### src/rtl/rotary_pkg.sv
// Shared types and constants for the rotary parameter controller.
package rotary_pkg;

    typedef enum logic [1:0] {ST_IDLE, ST_SETTLE, ST_SEND} state_e;

    localparam int DEF_W      = 16;
    localparam int DEF_NPARAM = 4;

    function automatic int idx_w(input int n);
        return (n > 1) ? $clog2(n) : 1;
    endfunction

endpackage

### src/rtl/rotary_accel.sv
// Step acceleration: tracks the gap since the last accepted step and the
// acceleration level, and presents the step size for the current cycle.
module rotary_accel #(
    parameter int W         = 16,
    parameter int ACCEL_WIN = 1000000,
    parameter int ACCEL_MAX = 4
) (
    input  logic         clk,
    input  logic         rst_n,
    input  logic         step_acc,
    input  logic         clr,
    output logic [W:0]   step_size
);

    localparam int GW = $clog2(ACCEL_WIN + 1);
    localparam int LW = $clog2(ACCEL_MAX + 2);

    logic [GW-1:0] gap_q, gap_d;
    logic [LW-1:0] level_q, level_d, new_level;

    always_comb begin
        if (gap_q < GW'(ACCEL_WIN))
            new_level = (level_q >= LW'(ACCEL_MAX)) ? LW'(ACCEL_MAX) : level_q + LW'(1);
        else
            new_level = '0;
        step_size = (W+1)'(1) << new_level;

        gap_d   = gap_q;
        level_d = level_q;
        // A selection change wins over a same-cycle step: the step still uses
        // new_level, but the next parameter starts slow.
        if (clr) begin
            level_d = '0;
            gap_d   = GW'(ACCEL_WIN);
        end else if (step_acc) begin
            level_d = new_level;
            gap_d   = '0;
        end else if (gap_q != GW'(ACCEL_WIN)) begin
            gap_d = gap_q + GW'(1);
        end
    end

    always_ff @(posedge clk or negedge rst_n) begin
        if (!rst_n) begin
            gap_q   <= GW'(ACCEL_WIN);
            level_q <= '0;
        end else begin
            gap_q   <= gap_d;
            level_q <= level_d;
        end
    end

endmodule

### src/rtl/rotary_param_ctrl.sv
// Rotary-driven saturating parameter bank with acceleration and a settled
// update channel towards the display/strobe datapath.
module rotary_param_ctrl
    import rotary_pkg::*;
#(
    parameter int             NPARAM     = DEF_NPARAM,
    parameter int             W          = DEF_W,
    parameter logic [W-1:0]   PMAX       = '1,
    parameter logic [W-1:0]   PARAM_INIT = W'(16'h0100),
    parameter int             ACCEL_WIN  = 1000000,
    parameter int             ACCEL_MAX  = 4,
    parameter int             SETTLE     = 2000000
) (
    input  logic                        clk,
    input  logic                        rst_n,
    input  logic                        step_cw,
    input  logic                        step_ccw,
    input  logic                        sel_next,
    output logic [NPARAM*W-1:0]         param_flat,
    output logic [$clog2(NPARAM)-1:0]   sel_idx,
    output logic                        upd_valid,
    output logic [$clog2(NPARAM)-1:0]   upd_idx,
    output logic [W-1:0]                upd_data,
    input  logic                        upd_ready
);

    localparam int IW = idx_w(NPARAM);
    localparam int CW = $clog2(SETTLE + 1);

    logic [NPARAM-1:0][W-1:0] params_q, params_d;
    logic [IW-1:0]            sel_idx_q, sel_idx_d;
    logic [NPARAM-1:0]        dirty_q, dirty_d;
    logic [CW-1:0]            cnt_q, cnt_d;

    state_e                   state_q;
    logic                     upd_valid_q, chg_q;
    logic [IW-1:0]            upd_idx_q, low_idx;
    logic [W-1:0]             upd_data_q, p_cur, p_new;
    logic [W:0]               sum, step_size;
    logic                     step_acc, changed, hit_upd, hs;

    assign step_acc = step_cw ^ step_ccw;

    rotary_accel #(
        .W         (W),
        .ACCEL_WIN (ACCEL_WIN),
        .ACCEL_MAX (ACCEL_MAX)
    ) u_accel (
        .clk       (clk),
        .rst_n     (rst_n),
        .step_acc  (step_acc),
        .clr       (sel_next),
        .step_size (step_size)
    );

    always_comb begin
        p_cur = params_q[sel_idx_q];
        sum   = {1'b0, p_cur} + step_size;
        if (step_cw)
            p_new = (sum > {1'b0, PMAX}) ? PMAX : sum[W-1:0];
        else
            p_new = ({1'b0, p_cur} < step_size) ? '0 : p_cur - step_size[W-1:0];
        changed = step_acc && (p_new != p_cur);

        params_d = params_q;
        if (changed)
            params_d[sel_idx_q] = p_new;

        sel_idx_d = sel_idx_q;
        if (sel_next)
            sel_idx_d = (sel_idx_q == IW'(NPARAM - 1)) ? '0 : sel_idx_q + IW'(1);

        // A change to the offered parameter during SEND keeps it dirty so the
        // newer value is offered again after this handshake.
        hs      = upd_valid_q && upd_ready;
        hit_upd = changed && (sel_idx_q == upd_idx_q);
        dirty_d = dirty_q;
        if (hs && !(chg_q || hit_upd))
            dirty_d[upd_idx_q] = 1'b0;
        if (changed)
            dirty_d[sel_idx_q] = 1'b1;

        if (changed)
            cnt_d = CW'(SETTLE);
        else if (cnt_q != '0)
            cnt_d = cnt_q - CW'(1);
        else
            cnt_d = cnt_q;

        low_idx = '0;
        for (int i = NPARAM - 1; i >= 0; i--)
            if (dirty_q[i]) low_idx = IW'(i);
    end

    always_ff @(posedge clk or negedge rst_n) begin
        if (!rst_n) begin
            params_q  <= {NPARAM{PARAM_INIT}};
            sel_idx_q <= '0;
            dirty_q   <= '0;
            cnt_q     <= '0;
        end else begin
            params_q  <= params_d;
            sel_idx_q <= sel_idx_d;
            dirty_q   <= dirty_d;
            cnt_q     <= cnt_d;
        end
    end

    always_ff @(posedge clk or negedge rst_n) begin
        if (!rst_n) begin
            state_q     <= ST_IDLE;
            upd_valid_q <= 1'b0;
            upd_idx_q   <= '0;
            upd_data_q  <= '0;
            chg_q       <= 1'b0;
        end else begin
            case (state_q)
                ST_IDLE: begin
                    if (dirty_q != '0) state_q <= ST_SETTLE;
                end
                ST_SETTLE: begin
                    if (dirty_q == '0) begin
                        state_q <= ST_IDLE;
                    end else if (cnt_q == '0) begin
                        state_q     <= ST_SEND;
                        upd_valid_q <= 1'b1;
                        upd_idx_q   <= low_idx;
                        upd_data_q  <= params_d[low_idx];
                        chg_q       <= 1'b0;
                    end
                end
                ST_SEND: begin
                    // Passing through SETTLE guarantees a dead cycle between offers.
                    if (hs) begin
                        upd_valid_q <= 1'b0;
                        state_q     <= (dirty_d == '0) ? ST_IDLE : ST_SETTLE;
                    end else if (hit_upd) begin
                        chg_q <= 1'b1;
                    end
                end
                default: state_q <= ST_IDLE;
            endcase
        end
    end

    assign param_flat = params_q;
    assign sel_idx    = sel_idx_q;
    assign upd_valid  = upd_valid_q;
    assign upd_idx    = upd_idx_q;
    assign upd_data   = upd_data_q;

endmodule
### config.mk
export PLATFORM = sky130hd
export DESIGN_NAME = rotary_param_ctrl
export DESIGN_NICKNAME = d
export VERILOG_FILES = /design/src/rtl/rotary_pkg.sv /design/src/rtl/rotary_accel.sv /design/src/rtl/rotary_param_ctrl.sv
export SDC_FILE = /design/constraint.sdc
export NUM_CORES = 1
export LEC_CHECK = 0
export BUFFER_PORTS_ARGS = -buffer_cell sky130_fd_sc_hd__buf_4
export CAP_MARGIN = 15
export CORE_ASPECT_RATIO = 1.4
export CORE_MARGIN = 2
export CORE_UTILIZATION = 40
export CTS_CLUSTER_DIAMETER = 100
export DETAILED_ROUTE_END_ITERATION = 16
export PLACE_DENSITY = 0.64
export SETUP_SLACK_MARGIN = 0.2
export SLEW_MARGIN = 10
export SYNTH_ARGS = -nofsm -noshare
export SYNTH_HDL_FRONTEND = slang
export SYNTH_SLANG_ARGS = --single-unit
### constraint.sdc
create_clock -name clk -period 5.8 [get_ports clk]
set_clock_uncertainty 0.2 [all_clocks]
set_input_delay 0.29 -clock clk [delete_from_list [all_inputs] [get_ports clk]]
set_output_delay 0.29 -clock clk [all_outputs]
set_load 0.005 [all_outputs]
==> results of run 1 <==
path summary, 6_finish.rpt:
kind / slack (ns) / cells past startpoint / startpoint / endpoint
min in group clk: 0.24 / 3 / step_ccw / u_accel.gap_q[6]
max in group asynchronous: 3.85 / 3 / rst_n / param_flat[1]
max reg2reg: 0.32 / 21 / u_accel.gap_q[13] / param_flat[44]
max: 0.32 / 21 / u_accel.gap_q[13] / param_flat[44]
min reg2reg: 0.32 / 2 / cnt_q[19] / cnt_q[19]
min: 0.24 / 2 / rst_n / param_flat[47]
power breakdown:
part	internal [mW]	total (mW)	switching (mW)	leakage (nW)
clock network	0.599	1.06	0.464	0.281
logic	1.75	3.90	2.15	2.84
registers	1.21	1.52	0.309	1.61
total	3.55	6.48	2.93	4.73
flip-flops by register name, indices dropped and copies added, names as in the netlist:
name	flops
chg_q	1
upd_data	16
cnt_q	21
u_accel.gap_q	20
param_flat	64
upd_valid	1
state_q	2
sel_idx	2
dirty_q	4
upd_idx	2
u_accel.level_q	3
metrics by stage:
stage	util	cells	setup WS [ns]	cell area, µm²	hold slack, ns
after floorplan	-	917	0.279	8760	-0.206
after global placement	0.462	1308	0.185	10000	0.159
after detailed placement	0.462	1308	0.0658	10000	0.159
after CTS	0.491	1343	0.269	10700	0.227
after global routing	0.504	1360	0.142	10900	0.255
final	0.504	1360	0.320	10900	0.240
timing repair:
action	4_1_cts	5_1_grt
buffers inserted	0	17
gates cloned	0	0
endpoints found under the hold margin	77	0
pin swaps	2	12
hold buffers	3	0
endpoints found under the setup margin	46	84
resized for setup	5	22
cell usage after synthesis (all sizes together) (13+ instances only):
cell,instances,area share
nand3,27,0.015
nand2b,13,0.0093
inv,37,0.016
or3,16,0.011
mux4,16,0.041
a21oi,46,0.026
mux2,38,0.053
mux2i,25,0.029
nand2,68,0.029
o31ai,19,0.016
nor3,35,0.021
buf,21,0.016
ha,25,0.036
o21ai,48,0.027
nor2,95,0.041
dfrtp,125,0.36
xnor2,30,0.030
clkbuf,29,0.012
o211ai,20,0.017
xor2,23,0.023
cell families (layout without fill, tap and decap cells):
| kind of cell | count (synthesis) | in the layout | share of synthesized area |
|---|---|---|---|
| XOR/XNOR | 53 | 53 | 0.0530 |
| adder cells (fa/ha/maj) | 27 | 27 | 0.0403 |
| buffers and inverters | 88 | 234 | 0.0443 |
| flip-flops | 136 | 136 | 0.390 |
| multiplexers | 79 | 79 | 0.123 |
| AO/OA/AOI/OAI | 219 | 219 | 0.174 |
| AND/OR/NAND/NOR | 315 | 315 | 0.175 |
area by class of cell:
class,instances,area (µm²)
Clock buffer,17,425
Clock inverter,15,145
Fill cell,1964,10800
Inverter,38,143
Multi-Input combinational cell,693,5110
Sequential cell,136,3420
Tap cell,297,372
Timing Repair Buffer,164,1320
per-layer routing:
layer | track usage | wire [µm]
met3 | 0.0325 | 1200
met1 | 0.291 | 11000
met2 | 0.406 | 13800
met5 | 0 | 0
met4 | 0.104 | 909
==> impl_metrics.yaml, run 1 <==
sta:
  rsz0062_at_grt: "true"
  tns_ns: 0
  drv_slew: 0
  relSlewSlack: 0.410
  fmax_mhz: 182
  setup_viol: 0
  hold_viol_final: 0
  finalCriticalPeriod_ns: 5.48
  tightest_slew_ns: 0.882
  finalCritPeriodShare: 0.945
run:
  cap_violations: 0
setup_path:
  endpoint_kind: "register"
  cp_top_family: "compound AO/OA/AOI/OAI gates"
  critical_path.max_stage_delay_ns: 0.42
  path_max_fanout: 12
  cp_slowest_cell: "dfrtp_1"
  startpoint_type: "register"
  path_cells: "nor4_4, a21boi_0, o21ai_1, nand2b_1, nor2_2, nand3_1, ha_1, buf_4, nor2b_1, a2111oi_0, buf_4, o31a_1, o211ai_1, a21o_1, a311o_1, o2111ai_2, o41a_1, buf_4, and2_4, buf_4, mux2_4"
  path_buf_inv: 4
  critPathArrivalTime_ns: 5.60
  cp.required_ns: 5.92
  critical_path_class: "register to register"
  path_common_cell: "buf_4"
detailed_routing:
  via_per_inst: 5.79
  vias: 7869
  antenna_left: 0
  route.detailed.drc: 0
  routedWlPerCell_um: 19.8
  drt_wl_total_mm: 26.9
  drt_first_pass_iters: 5
  drt_iter0_drc: 589
logic_synthesis:
  yosys_warnings: 0
  ys_async_sr_fraction: 1.00
  yosys_register_bits: 136
  postSynthCellCount: 917
  ys.flop_type: "dfrtp_1"
  synth_area_um2: 8760
  syn-num-nets: 950
  synth_seq_area_share: 0.390
  synth-edff-count: 0
  syn_area_per_cell_um2: 9.56
  yosysUniqueCellTypes: 80
cells_and_area:
  final_common_cell: "buf_4"
  drive_gt1_frac: 0.278
  syn_to_final_growth_pct: 24.8
  layout_common_cells: "buf_4 (153), dfrtp_1 (125), nor2_1 (93)"
  nets: 1083
  num_antenna_cells: 0
clock_network:
  cts_buffer_depth: 2
  clk_pin_slew_ns: 0.06
  insertion_delay_ns: 0.43
  cts_tree: "done"
  clkSinkCount: 136
  root_buffer: "clkbuf_16"
  cts_inserted_buffers: 17
  htreeDepth: 4
global_route:
  grt_pass1_wl_mm: 41.5
  grt_antenna_before_repair: 0
  overflow: 0
  grt_pass1_vias: 7647
  grt_max_degree: 73
  grt.total_usage: 0.235
power_and_ir_drop:
  p_per_area_nw_per_um2: 593
  peakVddDrop_uv: 293
  leakage_nw: 4.73
  finalPower_mw: 6.48
die:
  fp-row-count: 64
  die_h_um: 179
  initial_utilization: 0.404
  core-area_um2: 21700
  die_area_um2: 23100
  die_width_um: 129
  pin_count: 91
placement:
  gp_congestion: 0.956
  io_buffer_count: 90
  hpwl_mm: 19.4
status:
  status: "finished, final reports clean"
worst_hold_path:
  hp-class: "primary input to asynchronous set/reset pin"
Power figures use the tool's default switching activity.
==> run 2: changes to the inputs <==
--- a/config.mk
+++ b/config.mk
@@ -7,12 +7,14 @@
 export LEC_CHECK = 0
 export BUFFER_PORTS_ARGS = -buffer_cell sky130_fd_sc_hd__buf_4
 export CAP_MARGIN = 15
+export CELL_PAD_IN_SITES_DETAIL_PLACEMENT = 1
+export CELL_PAD_IN_SITES_GLOBAL_PLACEMENT = 1
 export CORE_ASPECT_RATIO = 1.4
 export CORE_MARGIN = 2
 export CORE_UTILIZATION = 40
 export CTS_CLUSTER_DIAMETER = 100
 export DETAILED_ROUTE_END_ITERATION = 16
-export PLACE_DENSITY = 0.64
+export PLACE_DENSITY = 0.78
 export SETUP_SLACK_MARGIN = 0.2
 export SLEW_MARGIN = 10
 export SYNTH_ARGS = -nofsm -noshare
==> run 2 against run 1 <==
Against the previous run:
- total power is 1.3% higher
- core utilization is 0.53 points lower
- maximum frequency is 1.1% higher
- sequential power hardly changed
- design area is 1.1% lower
- clock-buffer cell count is 5 higher
- sequential cell count stayed put
- cell count is 0.59% lower
- critical path depth stayed put
- largest cell class unchanged
==> impl_metrics.yaml, run 2 (synthesis results as in run 1) <==
setup_path:
  reg2regPathDepth: 21
  critPathArrivalTime_ns: 5.54
  cp.required_ns: 5.92
  critical_path_class: "register to register"
  startpoint_type: "register"
  endpoint_kind: "register"
  timing.rr.end: "dirty_q[1]"
  path_max_fanout: 6
  r2r-start: "u_accel.gap_q[11]"
  ff2ff_setup_slack_ns: 0.38
global_route:
  grt_antenna_before_repair: 0
  grt.total_usage: 0.265
  grt_pass1_wl_mm: 46.8
  grt_pass1_vias: 8407
  use_met3: 0.0421
  use_met2: 0.471
  grt_max_degree: 72
  grt.busiest_layer: "met2"
  overflow: 0
  grt_use_met1: 0.318
sta:
  finalCritPeriodShare: 0.934
  tightest_slew_ns: 1.08
  rsz0062_at_grt: "false"
  hold_viol_final: 0
  fmax_mhz: 185
  fin_ws_ns: 0.382
  relSlewSlack: 0.275
  finalCriticalPeriod_ns: 5.42
  tns_ns: 0
  setup_viol: 0
  drv_slew: 0
clock_network:
  clkSinkCount: 136
  cts_inserted_buffers: 17
  cts_tree: "done"
  cts_buffer_depth: 2
  htreeDepth: 4
  clk_pin_slew_ns: 0.06
  insertion_delay_ns: 0.43
  root_buffer: "clkbuf_16"
detailed_routing:
  drt_iter0_drc: 562
  drt_first_pass_iters: 5
  vias: 8057
  via_per_inst: 5.96
  drt_wl_total_mm: 30.0
  antenna_left: 0
  route.detailed.drc: 0
  routedWlPerCell_um: 22.2
power_and_ir_drop:
  leakage_nw: 4.63
  p_per_area_nw_per_um2: 607
  peakVddDrop_uv: 256
cells_and_area:
  final_common_cell: "buf_4"
  nets: 1075
  fin_util: 0.499
  drive_gt1_frac: 0.273
  num_antenna_cells: 0
  fin_cells: 1352
  postLayoutCellArea_um2: 10800
  syn_to_final_growth_pct: 23.5
  largest_register_ffs: 64
  layout_common_cells: "buf_4 (149), dfrtp_1 (125), nor2_1 (93)"
placement:
  hpwl_mm: 21.5
  placed_area_um2: 9990
  dp_cells: 1306
  gp_congestion: 0.961
  place_ws_ns: -0.128
  io_buffer_count: 90
die:
  die_h_um: 179
  die_width_um: 129
  die_area_um2: 23100
  core-area_um2: 21700
  initial_utilization: 0.404
  fp-row-count: 64
  pin_count: 91
status:
  status: "finished, final reports clean"
worst_hold_path:
  holdPathStages: 4
  hp-start: "step_ccw"
  hold_end: "u_accel.gap_q[6]"
  hp-class: "primary input to register"
run:
  cap_violations: 0
-- run 2: cell types whose count changed in the layout (fill, tap and decap cells not counted), sizes merged --
cell and change:
bufinv +1, inv -3, clkbuf +5, buf -8, clkinvlp +3, clkinv -6
-- run 2: worst max path at each step --
stage | from | endpoint | slack [ns] | cells after the start
after floorplan | u_accel.gap_q[13] | param_flat[57] | 0.28 | 21
after global routing | u_accel.gap_q[12] | upd_data[1] | 0.19 | 20
after global placement | u_accel.gap_q[12] | upd_data[7] | 0.1 | 20
after detailed placement | u_accel.gap_q[13] | upd_data[7] | -0.13 | 20
final | u_accel.gap_q[11] | dirty_q[1] | 0.38 | 21
after CTS | u_accel.gap_q[13] | upd_data[7] | 0.21 | 20
-- run 2: power by group --
group | leakage, nW | internal [mW] | switching (mW)
sequential | 1.61 | 1.21 | 0.320
combinational | 2.76 | 1.72 | 2.25
clock | 0.261 | 0.634 | 0.438
-- run 2: through the flow --
stage / total power, mW / hold WS, ns
after floorplan: 3.80 / -0.206
after detailed placement: 5.22 / 0.152
after global placement: 5.12 / 0.141
final: 6.57 / 0.182
after CTS: 6.38 / 0.168
after global routing: 6.95 / 0.185
-- run 2: repair_timing --
| action | in CTS | in global routing |
|---|---|---|
| buffers inserted | 2 | 9 |
| hold buffers | 3 | 0 |
| endpoints found under the hold margin | 76 | 0 |
| pin swaps | 2 | 7 |
| gates resized for setup | 11 | 24 |
| setup endpoints to repair | 85 | 84 |
-- run 2: final cells by class --
type,count,area (µm²)
Clock buffer,22,444
Inverter,38,143
Sequential cell,136,3420
Fill cell,2459,10900
Timing Repair Buffer,156,1200
Multi-Input combinational cell,693,5120
Tap cell,297,372
Clock inverter,10,121
-- run 2: worst max-delay path, stage by stage, from the launching register on --
cell and delay (ns):
dfrtp_1 0.46, nor4_4 0.26, a21boi_1 0.12, o21ai_2 0.22
nand2b_1 0.16, nor3_2 0.16, nand2b_1 0.17, buf_4 0.18
fa_1 0.42, a21o_1 0.23, a221oi_2 0.39, xnor2_1 0.18
nand2_1 0.09, o211ai_1 0.33, xnor2_1 0.16, nand4_1 0.19
buf_4 0.20, o41ai_2 0.39, buf_4 0.22, nor2_1 0.06
a211o_1 0.32, a21o_1 0.19
-- run 2: metal layers --
metal / up-vias / part of all wire
met5: - / 0
met4: 0 / 0.030
met3: 74 / 0.043
met2: 267 / 0.53
met1: 4124 / 0.40
li1: 3592 / -
==> run 3: changes to the inputs <==
--- a/config.mk
+++ b/config.mk
@@ -14,7 +14,7 @@
 export CORE_UTILIZATION = 40
 export CTS_CLUSTER_DIAMETER = 100
 export DETAILED_ROUTE_END_ITERATION = 16
-export PLACE_DENSITY = 0.78
+export PLACE_DENSITY_LB_ADDON = 0.1
 export SETUP_SLACK_MARGIN = 0.2
 export SLEW_MARGIN = 10
 export SYNTH_ARGS = -nofsm -noshare
==> constraint.sdc (replaced) <==
create_clock -name clk -period 5.8 [get_ports clk]
set_clock_uncertainty 0.2 [all_clocks]
set_input_delay 0.87 -clock clk [delete_from_list [all_inputs] [get_ports clk]]
set_output_delay 0.87 -clock clk [all_outputs]
set_load 0.005 [all_outputs]
==> run 3 against run 2 <==
Against the previous run:
- sequential share of layout area is 0.18 points lower
- highest routed layer unchanged
- combinational power is 1% lower
- largest cell class unchanged
- setup slack better by 0.013 ns
- die area stayed put
- first-iteration DRC count is 18% lower
- via count is 2.3% lower
- global-route usage is 0.61 points higher
- clock power is 5% higher
- critical path depth is 1 lower
- sequential cell count stayed put
- design area is 0.60% higher
- total power hardly changed
==> impl_metrics.yaml, run 3 (synthesis results as in run 1) <==
global_route:
  grt_pass1_wl_mm: 47.2
  grt_max_degree: 97
  grt_antenna_before_repair: 0
  grt.total_usage: 0.271
  grt_pass1_vias: 8221
  overflow: 0
status:
  status: "finished, final reports clean"
placement:
  dp_cells: 1302
  gp_congestion: 0.885
  io_buffer_count: 90
  hpwl_mm: 21.5
power_and_ir_drop:
  leakage_nw: 4.67
  peakVddDrop_uv: 271
  p_per_area_nw_per_um2: 603
  finalPower_mw: 6.56
setup_path:
  ff2ff_setup_slack_ns: 0.39
  critPathArrivalTime_ns: 5.52
  endpoint_kind: "register"
  startpoint_type: "register"
  reg2regPathDepth: 20
  r2r-start: "u_accel.gap_q[12]"
  cp.required_ns: 5.91
  timing.rr.end: "param_flat[55]"
  path_max_fanout: 17
  critical_path_class: "register to register"
cells_and_area:
  largest_register_ffs: 64
  fin_cells: 1347
  final_common_cell: "buf_4"
  num_antenna_cells: 0
  nets: 1070
  drive_gt1_frac: 0.281
  syn_to_final_growth_pct: 24.2
  fin_util: 0.502
  layout_common_cells: "buf_4 (144), dfrtp_1 (124), nor2_1 (93)"
detailed_routing:
  drt_wl_total_mm: 30.8
  routedWlPerCell_um: 22.9
  via_per_inst: 5.84
  antenna_left: 0
  drt_iter0_drc: 462
  route.detailed.drc: 0
  vias: 7871
  drt_first_pass_iters: 5
sta:
  fmax_mhz: 185
  rsz0062_at_grt: "true"
  hold_viol_final: 0
  drv_slew: 0
  whs_ns: 0.319
  relSlewSlack: 0.240
  setup_viol: 0
  tightest_slew_ns: 1.14
  finalCriticalPeriod_ns: 5.41
  finalCritPeriodShare: 0.932
clock_network:
  cts_buffer_depth: 2
  root_buffer: "clkbuf_16"
  insertion_delay_ns: 0.43
  clkSinkCount: 136
  clk_pin_slew_ns: 0.06
  htreeDepth: 4
  cts_inserted_buffers: 17
  hold_buffers: 0
  cts_tree: "done"
die:
  pin_count: 91
  fp-row-count: 64
  core-area_um2: 21700
  die_h_um: 179
  initial_utilization: 0.404
  die_area_um2: 23100
  die_width_um: 129
worst_hold_path:
  hp-start: "upd_data[11]"
  holdPathStages: 2
  hp-class: "register to register"
  hold_end: "upd_data[11]"
run:
  cap_violations: 0
==> run 3: per-stage QoR <==
stage	TNS (ns)	setup slack, ns	cell area [µm²]
2_1_floorplan	0	0.279	8760
3_3_place_gp	-2.75	-0.181	9950
3_5_place_dp	-14.45	-0.415	9950
4_1_cts	0	0.209	10700
5_1_grt	0	0.145	10900
6_report	0	0.394	10900
==> run 3: worst max-delay path by stage <==
stage	slack, ns	cells past startpoint	end	startpoint
after floorplan	0.28	21	param_flat[57]	u_accel.gap_q[13]
after global placement	-0.18	19	upd_data[7]	u_accel.gap_q[13]
after detailed placement	-0.42	19	upd_data[7]	u_accel.gap_q[12]
after CTS	0.21	21	upd_data[7]	u_accel.gap_q[13]
after global routing	0.14	22	param_flat[55]	u_accel.gap_q[12]
final	0.39	20	param_flat[55]	u_accel.gap_q[12]
==> run 3: cell type report <==
| class | instances | area [µm²] |
|---|---|---|
| Clock buffer | 21 | 480 |
| Clock inverter | 11 | 119 |
| Fill cell | 2511 | 10800 |
| Inverter | 38 | 143 |
| Multi-Input combinational cell | 694 | 5160 |
| Sequential cell | 136 | 3420 |
| Tap cell | 297 | 372 |
| Timing Repair Buffer | 150 | 1190 |
==> run 3: critical path: stages (launching register included) <==
cell and delay [ns]:
dfrtp_2 0.44, nor4_4 0.32, a21boi_2 0.10, o21ai_2 0.16
nand2b_1 0.14, nor2_1 0.23, nand3_1 0.18, ha_1 0.33
a21o_1 0.19, a211oi_4 0.34, nand2_2 0.16, nor3_4 0.31
buf_4 0.18, o211a_1 0.25, xnor2_1 0.18, o2111ai_1 0.24
o41a_1 0.48, buf_4 0.18, nand2_1 0.09, buf_6 0.22
mux2_2 0.36
==> run 3: what timing repair did <==
| action | in CTS | in global routing |
|---|---|---|
| hold endpoints to repair | 0 | 0 |
| endpoints found under the setup margin | 107 | 86 |
| pin swaps | 6 | 11 |
| resized for setup | 17 | 28 |
| gates cloned | 0 | 3 |
| buffers inserted | 6 | 4 |
==> run 3: layer usage <==
| metal | share of wire | track usage |
|---|---|---|
| met3 | 0.037 | 0.0427 |
| met5 | 0 | 0 |
| met1 | 0.43 | 0.350 |
| met4 | 0.026 | 0.0870 |
| met2 | 0.51 | 0.466 |
==> run 3: where the power goes <==
group / internal, mW / switching (mW) / total (mW)
sequential: 1.21 / 0.320 / 1.53
clock: 0.676 / 0.440 / 1.12
combinational: 1.69 / 2.23 / 3.92
total: 3.57 / 2.99 / 6.56
